## src/rtl/outlier_lane_scheduler.sv

```systemverilog
// Drains a per-job outlier mask onto NUM_LR multiplier lanes, lowest index first,
// one beat per accepted issue handshake, followed by a one-cycle done pulse.
module outlier_lane_scheduler #(
  parameter int unsigned DIMM        = 64,
  parameter int unsigned NUM_LR      = 4,
  parameter int unsigned INDEX_WIDTH = $clog2(DIMM)
) (
  input  logic                                  clk,
  input  logic                                  rst_n,
  input  logic                                  in_valid,
  output logic                                  in_ready,
  input  logic [DIMM-1:0]                       overflow,
  output logic                                  issue_valid,
  input  logic                                  issue_ready,
  output logic [NUM_LR-1:0]                     lane_en,
  output logic [NUM_LR-1:0][INDEX_WIDTH-1:0]    lane_index,
  output logic                                  issue_last,
  output logic                                  done,
  output logic [INDEX_WIDTH:0]                  outlier_count
);

  typedef enum logic [1:0] {StIdle, StIssue, StDone} state_e;

  state_e                 state_q, state_d;
  logic [DIMM-1:0]        pending_q, pending_d;
  logic [INDEX_WIDTH:0]   count_q, count_d;

  logic [DIMM-1:0]                 remain [NUM_LR+1];
  logic [NUM_LR-1:0]               en_raw;
  logic [NUM_LR-1:0][INDEX_WIDTH-1:0] idx_raw;
  logic                            last_raw;

  function automatic logic [INDEX_WIDTH-1:0] lowest_set(input logic [DIMM-1:0] v);
    logic [INDEX_WIDTH-1:0] idx;
    idx = '0;
    for (int i = int'(DIMM) - 1; i >= 0; i--) begin
      if (v[i]) idx = INDEX_WIDTH'(i);
    end
    return idx;
  endfunction

  function automatic logic [INDEX_WIDTH:0] popcount(input logic [DIMM-1:0] v);
    logic [INDEX_WIDTH:0] sum;
    sum = '0;
    for (int i = 0; i < int'(DIMM); i++) begin
      sum = sum + {{INDEX_WIDTH{1'b0}}, v[i]};
    end
    return sum;
  endfunction

  // Cascaded find-first-set: each stage strips the lowest bit the previous one found.
  always_comb begin
    remain[0] = pending_q;
    en_raw    = '0;
    idx_raw   = '0;
    for (int k = 0; k < int'(NUM_LR); k++) begin
      en_raw[k]     = |remain[k];
      idx_raw[k]    = en_raw[k] ? lowest_set(remain[k]) : '0;
      remain[k + 1] = remain[k] & (remain[k] - DIMM'(1));
    end
    // Nothing left after this beat means popcount(pending) <= NUM_LR.
    last_raw = ~|remain[NUM_LR];
  end

  always_comb begin
    state_d     = state_q;
    pending_d   = pending_q;
    count_d     = count_q;
    in_ready    = 1'b0;
    issue_valid = 1'b0;
    done        = 1'b0;
    unique case (state_q)
      StIdle: begin
        in_ready = 1'b1;
        if (in_valid) begin
          pending_d = overflow;
          count_d   = popcount(overflow);
          state_d   = (|overflow) ? StIssue : StDone;
        end
      end
      StIssue: begin
        issue_valid = 1'b1;
        if (issue_ready) begin
          pending_d = remain[NUM_LR];
          if (last_raw) state_d = StDone;
        end
      end
      StDone: begin
        done    = 1'b1;
        state_d = StIdle;
      end
      default: state_d = StIdle;
    endcase
  end

  assign lane_en       = issue_valid ? en_raw  : '0;
  assign lane_index    = issue_valid ? idx_raw : '0;
  assign issue_last    = issue_valid & last_raw;
  assign outlier_count = count_q;

  always_ff @(posedge clk or negedge rst_n) begin
    if (!rst_n) begin
      state_q   <= StIdle;
      pending_q <= '0;
      count_q   <= '0;
    end else begin
      state_q   <= state_d;
      pending_q <= pending_d;
      count_q   <= count_d;
    end
  end

endmodule

```

## config.mk

```make
export PLATFORM = sky130hd
export DESIGN_NAME = outlier_lane_scheduler
export DESIGN_NICKNAME = d
export VERILOG_FILES = /design/src/rtl/outlier_lane_scheduler.sv
export SDC_FILE = /design/constraint.sdc
export NUM_CORES = 1
export LEC_CHECK = 0
export CORE_AREA = 2 2 151 153
export CTS_CLUSTER_SIZE = 40
export DETAILED_ROUTE_END_ITERATION = 12
export DIE_AREA = 0 0 153 155
export PLACE_DENSITY = 0.93
export SYNTH_ARGS = -nofsm -noshare
export SYNTH_HDL_FRONTEND = slang
export SYNTH_SLANG_ARGS = --single-unit
export TNS_END_PERCENT = 50
```

## constraint.sdc

```tcl
create_clock -name clk -period 7.36 [get_ports clk]
set_clock_uncertainty 0.1 [all_clocks]
set_input_delay 0.736 -clock clk [delete_from_list [all_inputs] [get_ports clk]]
set_output_delay 0.736 -clock clk [all_outputs]
set_load 0.02 [all_outputs]
```

==> results, run 1 <==
- The synthesized design contains 0 enable-type register cells.
- The clock tree root driver cell is sky130_fd_sc_hd__clkbuf_16.
- The die boundary width is 153 um.
- The worst endpoint left by the global-route repair_timing run is lane_index[22].
- The number of hold buffers added after CTS was 0.
- After the last repair the worst path ends at an output port.
- The global-route usage over all layers is 53.79%.
- Among all flip-flop cells after synthesis, the most frequent one is sky130_fd_sc_hd__dfrtp_1.
- The dominant combinational cell family by area after synthesis is compound AO/OA/AOI/OAI gates.
- The count of standard-cell rows is 55.
- The final HPWL from detailed placement is 44.11 mm.
- For this run, asynchronously set or reset flops after synthesis account for 100.0%.
- The mapped netlist covers 13,060 sq um.
- The clock passes through at most 2 buffers.
- From bottom edge to top edge, the die measures 155 um.
- In the synthesized netlist, the number of instances is 1,889.
- The H-tree was split into 3 levels.
- The register bit count reported by yosys is 73.
- Yosys printed 0 warnings.
- A synthesized cell averages 6.913 sq um.
- The routability congestion estimate is 1.201.
- The last flow stage reached is global routing.
- The synthesized-area fraction occupied by and/or/nand/nor cells is 27.43%.
- The share of cell area taken by muxes after synthesis is 0.3258%.
- The number of sinks on the clock net is 73.
- In the post-synthesis netlist, the cell with the most instances is sky130_fd_sc_hd__nand2_1.
- The run stopped with a tool error.
- The library cell with the largest summed area after synthesis is sky130_fd_sc_hd__dfrtp_1.
- During I/O placement, the number of pins put on the boundary was 107.
- The synthesized netlist devotes 0.5366% of its cell area to XOR and XNOR gates.
- The complex-gate fraction of the synthesized area is 39.18%.
- The sum of overflow across all layers after global routing is 1.
- Entering global routing, the biggest net connects 74 pins.
- In this run the tool buffered the top-level ports with 106 buffer cells.
- Counting instances in the post-synthesis netlist gives the leading cell types as sky130_fd_sc_hd__nand2_1, sky130_fd_sc_hd__o21ai_0, sky130_fd_sc_hd__nor2_1, sky130_fd_sc_hd__a21oi_1, sky130_fd_sc_hd__inv_1.
- For this run, the register share of the synthesized area comes to 13.99%.
- The tool reported: "[ERROR GRT-0232] Routing congestion too high. Check the congestion heatmap in the GUI".
- Synthesis produced a netlist with a net count of 2,027.
- The starting density of the core is 58.75%.
- The TritonCTS buffer count is 9.
- The distinct cell type count of the synthesized netlist is 92.
- The synthesized-area fraction occupied by adder cells is 11.05%.
- By area the synthesized netlist is led by sky130_fd_sc_hd__dfrtp_1, sky130_fd_sc_hd__fa_1, sky130_fd_sc_hd__o21ai_0.
- In this run the biggest area consumer among cell types represents 13.99% of the synthesized area.
- In this run the cell area measured after placement is 15,160 sq um.
## routing by layer
layer	GRT overflow	global-route usage, %
met1	0	54.73
met2	0	73.99
met3	0	32.45
met4	1	54.59
met5	0	1.863
## what timing repair did
item | CTS
setup endpoints to repair | 9
setup buffers | 1
pin swaps | 3
resized for setup | 27
## stage by stage
step	setup TNS, ns	cells	setup slack, ns
floorplan	0	1889	0.4149
global placement	0	2312	0.02135
detailed placement	-0.2087	2312	-0.2087
CTS	-0.0001306	2329	-0.0001306
## logic make-up after synthesis
kind of cell / after synthesis
AO/OA/AOI/OAI: 753
multiplexers: 4
flip-flops: 73
buffers and inverters: 246
XOR/XNOR: 8
AND/OR/NAND/NOR: 719
adder cells (fa/ha/maj): 86
==> inputs of run 2 (changes only) <==
Settings changed: CORE_AREA 2 2 151 153 to 2 2 184 186, CTS_CLUSTER_SIZE 40 to default, DIE_AREA 0 0 153 155 to 0 0 186 188, PLACE_DENSITY 0.93 to default, PLACE_DENSITY_LB_ADDON from default to 0.15.
==> run 2 against run 1 <==
The flow now finishes without violations. Area after synthesis did not move. Synthesized cell count unchanged.
==> results, run 2 <==
- The library cell with the largest summed area after synthesis is sky130_fd_sc_hd__dfrtp_1.
- Counting instances in the post-synthesis netlist gives the leading cell types as sky130_fd_sc_hd__nand2_1, sky130_fd_sc_hd__o21ai_0, sky130_fd_sc_hd__nor2_1, sky130_fd_sc_hd__a21oi_1, sky130_fd_sc_hd__inv_1.
- The total wirelength of the detailed-routed design is 65.69 mm.
- The post-synthesis sequential area ratio is 13.99%.
- After the last flow step, the layout net total stands at 2,280.
- Global routing used 37.47% of the available tracks.
- The routed length per placed instance is 25.31 um.
- The critical path startpoint is pending_q[2]$_DFFE_PN0P_.
- After synthesis the netlist holds a flip-flop and latch count of 73.
- For this run, the detailed router's first-pass iteration total came to 8.
- Data arrives at the worst endpoint at 6.31 ns.
- The synthesized netlist net count is 2,027.
- The pin slew with the least headroom to its limit is 1.315 ns.
- The routability congestion estimate is 0.9788.
- The distinct cell type count of the synthesized netlist is 92.
- The prevailing post-synth register cell is sky130_fd_sc_hd__dfrtp_1.
- The deepest clock path buffer count is 2.
- The kind of end point of the critical path is a primary output.
- The die is 188 um tall.
- In the layout the commonest cells are sky130_fd_sc_hd__buf_4, sky130_fd_sc_hd__nand2_1, sky130_fd_sc_hd__o21ai_0.
- The library cell with the highest instance count after synthesis is sky130_fd_sc_hd__nand2_1.
- The floorplan has 67 rows.
- The starting density of the core is 39.44%.
- Entering global routing, the biggest net connects 74 pins.
- In this run the cell area of the synthesized design comes to 13,060 sq um.
- By area the synthesized netlist is led by sky130_fd_sc_hd__dfrtp_1, sky130_fd_sc_hd__fa_1, sky130_fd_sc_hd__o21ai_0.
- In this run the count of I/O pins placed on the die edge is 107.
- The placeable core area is 33,110 sq um.
- The share of post-route cells with drive strength above 1 is 18.44%.
- The area of the die is 34,970 sq um.
- Once detail routing completed, the nets flagged for antenna violations numbered 0.
- The nature of the critical path startpoint is a flip-flop.
- In this run the horizontal extent of the chip is 186 um.
- The tool flagged a number of max-cap violations equal to 0.
- The first global-routing pass estimated 98.30 mm of wire.
- The synthesis-to-layout area growth is 28.34%.
- The number of cells after detailed placement is 2,572.
- The register with the most flip-flops in the layout has 64 of them.
- The worst slack after detailed placement is -0.03928 ns.
- Yosys printed 0 warnings.
- The register ranked first by flip-flop count is pending_q.
- The run finished with clean final reports.
- The gate count of the mapped netlist is 1,889.
- The launch instance of the worst min-delay path is outlier_count[1]$_DFFE_PN0P_.
- The number of antenna violations at the first check in global routing came to 0.
- The proportion of synthesized flip-flops having asynchronous set or reset is 100.0%.
- The start-to-end type of the worst setup path is flip-flop to primary output.
- The port buffer count is 106.
- The mean instance size in the synthesized netlist is 6.913 sq um.
- The total count of hold-check failures in the final report is 0.
- The number of vias per cell is 6.365.
- The final setup violation count is 0.
- In this run the biggest area consumer among cell types represents 13.99% of the synthesized area.
- The clock drives 73 sinks.
- TritonCTS built the clock tree.
- The final HPWL from detailed placement is 54.19 mm.
- The leading cell type in the layout, fill and taps excluded is sky130_fd_sc_hd__buf_4.
- The clock latency on the worst-skew pair is 0.34 ns.
- The remaining design rule violation count is 0.
- In this run, post-CTS hold repair placed 0 buffers.
- The type of the tightest min-delay check is flip-flop to flip-flop.
- The final-report max-slew violation count is 0.
- In this run the cell area measured after placement is 16,130 sq um.
- Of all nets on the critical path, the largest fanout is 16.
- Setup slack on the critical path of the routed design comes to 0.2091 ns.
- The via count of the first global-routing pass came to 16,170.
- At the worst endpoint, the required time is 6.52 ns.
- The clock tree root driver cell is sky130_fd_sc_hd__clkbuf_16.
- The portion of the clock cycle consumed by the worst path in the final layout is 97.16%.
- The worst path needs 7.151 ns of the cycle, external delays included.
- The total overflow left after global routing is 0.
- The number of enable-type register cells in the synthesized netlist is 0.
- The clock-pin slew on the worst setup and hold paths is 0.06 ns.
- The total number of H-tree levels is 3.
- The overall via count from detail_route is 16,520.
- Clock tree synthesis inserted a total of 9 buffers.
- The summed area of non-filler cells in the final layout is 16,760 sq um.
- The DRC marker count from the first detailed-route iteration is 1,493.
- Excluding fillers, the count of instances in the completed layout stands at 2,596.
- The startpoint of the lowest-slack register-to-register path is pending_q[2]$_DFFE_PN0P_.
- Measured on the finished design, the core utilization comes to 50.61%.
- The headroom to the max-slew limit is 11.57%.
- The peak clock frequency supported by timing is 139.8 MHz.
## run 2: cell counts after synthesis
Identical to the previous run, type by type.
## run 2: path summary, 6_finish.rpt
path	endpoint	slack [ns]	cells past startpoint
max	lane_index[21]	0.21	18
min	outlier_count[1]$_DFFE_PN0P_	0.39	2
max reg2reg	state_q[0]$_DFFE_PN0P_	0.83	21
min reg2reg	outlier_count[1]$_DFFE_PN0P_	0.39	2
max in group asynchronous	pending_q[11]$_DFFE_PN0P_	5.99	1
min in group asynchronous	pending_q[57]$_DFFE_PN0P_	0.44	1
## run 2: repair_timing
item / CTS / global route
setup endpoints to repair: 7 / 13
gates resized for setup: 11 / 59
pin swaps: 1 / 9
setup buffers: 1 / 6
## run 2: worst max-delay path, cell delays in order (launching register included)
cell	delay, ns
sky130_fd_sc_hd__dfrtp_1	0.41
sky130_fd_sc_hd__or4_1	0.62
sky130_fd_sc_hd__or4_4	0.61
sky130_fd_sc_hd__maj3_2	0.34
sky130_fd_sc_hd__nor3_2	0.11
sky130_fd_sc_hd__buf_4	0.20
sky130_fd_sc_hd__and3_1	0.22
sky130_fd_sc_hd__buf_12	0.15
sky130_fd_sc_hd__a31o_2	0.26
sky130_fd_sc_hd__and4b_1	0.26
sky130_fd_sc_hd__and3_1	0.25
sky130_fd_sc_hd__and4_2	0.35
sky130_fd_sc_hd__o2111ai_1	0.22
sky130_fd_sc_hd__a211o_1	0.44
sky130_fd_sc_hd__nand2b_1	0.20
sky130_fd_sc_hd__a21boi_0	0.34
sky130_fd_sc_hd__o21ai_1	0.18
sky130_fd_sc_hd__a31oi_1	0.19
sky130_fd_sc_hd__clkdlybuf4s50_1	0.62
## run 2: logic make-up (layout without fill, tap and decap cells)
kind of cell	Yosys count	count (layout)	synth area share [%]
compound gates	753	753	39.18
fa+ha+maj	86	86	11.05
simple gates	719	719	27.43
mux	4	4	0.3258
other cells	0	1	0
xor+xnor	8	8	0.5366
flops	73	73	13.99
buf+inv	246	504	7.493
## run 2: layer usage
metal	global-route usage, %	vias up	wire, um
li1	-	7672	-
met1	44.54	7911	25340
met2	62.15	721	30690
met3	5.283	219	4046
met4	25.68	0	5614
met5	0	-	0
## run 2: area by class of cell
class	count	area, sq um
multi-input cells	1570	10480
fillers	3435	16350
inverters	121	454.2
flip-flops and latches	73	1829
diodes	1	2.502
repair buffers	367	3089
clock inverters	6	112.6
clock buffers	10	229.0
well taps	448	560.5
## run 2: metrics by stage
step           setup TNS, ns  hold slack (ns)
2_1_floorplan              0           0.3404
3_3_place_gp        -0.03816           0.3680
3_5_place_dp        -0.03928           0.3813
4_1_cts                    0           0.3956
5_1_grt             -0.02474           0.4216
6_report                   0           0.3884
Power of run 2 is not shown: default switching activity piles up to over one toggle a cycle in this logic, so the estimate is an artifact.
==> inputs of run 3 (changes only) <==
Settings changed: CORE_AREA 2 2 184 186 to 2 2 206 167, DIE_AREA 0 0 186 188 to 0 0 208 169.
==> run 3 against run 2 <==
Sequential cell count did not move. First-iteration DRC count rose by 78%. Highest routed layer is now met5. Critical path type unchanged. Register-to-register slack improved by 0.13 ns.
==> results, run 3 (synthesis results as in run 2) <==
- The sum of overflow across all layers after global routing is 0.
- pending_q holds more flip-flops than any other register.
- The most prevalent standard cell on the critical path is sky130_fd_sc_hd__a21oi_1.
- The min-delay analysis places its worst path in the category flip-flop to flip-flop.
- The total count of hold-check failures in the final report is 0.
- Measured along the y axis, the die boundary spans 169 um.
- The leading cell type in the layout, fill and taps excluded is sky130_fd_sc_hd__buf_4.
- Adding up every negative setup slack in the final design gives 0 ns.
- The largest single stage delay on the critical path is 0.58 ns.
- STA classifies the critical path endpoint as a primary output.
- In this run the worst path has a maximum fanout of 5.
- Max-cap violations in this run came to 0.
- For the worst setup path, the data required time is 6.52 ns.
- The H-tree was split into 3 levels.
- Among all stages on the critical path, the largest delay is contributed by sky130_fd_sc_hd__or4_4.
- The via count of the first global-routing pass is 15,420.
- The share of post-route cells with drive strength above 1 is 20.71%.
- The CTS tree is done.
- 0 antenna diodes ended up in the layout.
- The die covers 35,150 sq um.
- Setup violations remaining at the end of the flow were counted as 0.
- The clock latency on the worst-skew pair is 0.34 ns.
- The area growth from synthesis to layout is 31.22%.
- The start-to-end type of the worst setup path is flip-flop to primary output.
- Once the floorplan was initialized, standard cells occupied 39.36% of the core.
- The worst register-to-register path has a setup slack of 0.96 ns.
- The number of antenna violations at the first check in global routing is 1.
- In this run the remaining antenna-violating nets after routing total 0.
- The deepest clock path buffer count is 2.
- The capturing element of the worst setup path is lane_index[20].
- Once detailed placement completed, the half-perimeter wirelength came to 54.71 mm.
- In this run the worst setup path begins at pending_q[28]$_DFFE_PN0P_.
- The congestion estimate from routability-driven global placement came to 1.028.
- The final-report max-slew violation count is 0.
- The wire length of the first global-routing pass is 96.97 mm.
- The routed length per placed instance is 24.54 um.
- The top-level port count is 107.
- Global routing used 35.96% of the available tracks across all layers.
- The flow ran to the end, and the final reports show no timing, DRC or antenna violations.
- The arrival time of data at the critical path endpoint is 6.45 ns.
- The peak clock frequency supported by timing is 137.2 MHz.
- The tree is rooted in a sky130_fd_sc_hd__clkbuf_16.
- Setup repair after global routing could not meet its margin everywhere.
- The placeable core area is 33,180 sq um.
- The library cells used most frequently in the layout, excluding fill and tap cells, are sky130_fd_sc_hd__buf_4, sky130_fd_sc_hd__nand2_1, sky130_fd_sc_hd__o21ai_0.
- The count of standard-cell rows is 60.
- The worst pin sits at a relative slew slack of 20.65%.
- The startpoint of the lowest-slack register-to-register path is pending_q[2]$_DFFE_PN0P_.
- The TritonCTS buffer count is 9.
- The DRC marker count from the first detailed-route iteration is 2,651.
- The count of cells along the worst register-to-register path is 22.
- The final-stage net count is 2,349.
- STA classifies the critical path startpoint as a flip-flop.
- For the pin with the worst max-slew slack, the measured transition is 1.182 ns.
- The signal on the critical path passes through or4_1 > nand3b_1 > or4_1 > o21a_1 > or4_4 > nor4_4 > a21oi_1 > a211o_1 > buf_4 > nor4_1 > a41oi_1 > nor2_1 > a21oi_1 > o31ai_1 > a31o_2 > a21oi_1 > o311a_1 > buf_4.
- The pre-antenna-repair detailed-routing pass consisted of 6 iterations.
- The overall via count from detail_route is 17,210.
- The number of vias per cell is 6.493.
- The maximum number of pins on one net before global-route repair is 74.
- The clock period minus worst slack is 7.290 ns.
- The number of sinks on the clock net is 73.
- The number of flip-flops under the largest register name is 64.
- After detailed routing, the number of remaining DRC violations is 0.
- The die boundary width is 208 um.
- The capture instance of the worst register-to-register path is state_q[0]$_DFFE_PN0P_.
- In the finished design, the share of the clock period the worst path needs comes to 99.05%.
- Clock-pin slew was measured on the worst setup and hold paths at 0.06 ns.
- The port buffer count is 106.
- The total wirelength of the detailed-routed design is 65.04 mm.
[run 3: cell types whose count changed in the layout (fill, tap and decap cells not counted), sizes merged]
cell           previous run  this run
dlymetal6s2s              3         4
buf                     263       332
bufinv                    3         0
diode                     1         0
clkdlybuf4s50           100        99
clkinv                    1         2
inv                     123       122
clkinvlp                  0         3
[run 3: timing repair]
action | CTS | global route
hold buffers | 0 | 0
setup buffers | 4 | 2
resized for setup | 13 | 33
pin swaps | 4 | 6
cloned | 0 | 0
endpoints found under the setup margin | 8 | 10
[run 3: final cells by class]
type | count | area [sq um]
flip-flops and latches | 73 | 1829
clock buffers | 10 | 239.0
fillers | 3396 | 16050
repair buffers | 436 | 3592
clock inverters | 6 | 41.29
well taps | 434 | 543.0
multi-input cells | 1570 | 10440
inverters | 121 | 454.2
[run 3: routing by layer]
metal | vias up | part of all wire, % | global-route usage [%] | wire, um
met3 | 78 | 14 | 11.82 | 9261
met2 | 1067 | 37 | 46.25 | 24280
met4 | 2 | 1.8 | 6.784 | 1168
li1 | 7819 | - | - | -
met5 | - | 0.015 | 0 | 10
met1 | 8241 | 47 | 56.67 | 30320
[run 3: worst max-delay path: cells and delay by family (launching register included)]
kind,cells,cell delay (ns)
simple gates,7,3.11
compound gates,9,2.29
flops,1,0.37
buf+inv,2,0.34
[run 3: worst min-delay path by stage]
stage / endpoint / start / slack [ns] / cells after the start
2_1_floorplan: outlier_count[0]$_DFFE_PN0P_ / rst_n / 0.34 / 0
3_3_place_gp: outlier_count[2]$_DFFE_PN0P_ / outlier_count[2]$_DFFE_PN0P_ / 0.37 / 2
3_5_place_dp: outlier_count[1]$_DFFE_PN0P_ / outlier_count[1]$_DFFE_PN0P_ / 0.38 / 2
4_1_cts: outlier_count[3]$_DFFE_PN0P_ / outlier_count[3]$_DFFE_PN0P_ / 0.40 / 2
5_1_grt: outlier_count[3]$_DFFE_PN0P_ / outlier_count[3]$_DFFE_PN0P_ / 0.41 / 2
6_report: outlier_count[5]$_DFFE_PN0P_ / outlier_count[5]$_DFFE_PN0P_ / 0.39 / 2
[run 3: metrics by stage]
step                      hold WS (ns)  util, %  area [sq um]  cells  setup slack [ns]
after detailed placement        0.3775    50.10         16620   2628          -0.05237
after floorplan                 0.3404        -         13060   1889            0.4149
after CTS                       0.3966    51.21         16990   2648            0.1063
after global routing            0.4114    51.64         17140   2650           -0.1792
after global placement          0.3694    50.10         16620   2628           -0.1016
final                           0.3925    51.64         17140   2650           0.06985
Power of run 3 is left out for the same reason.
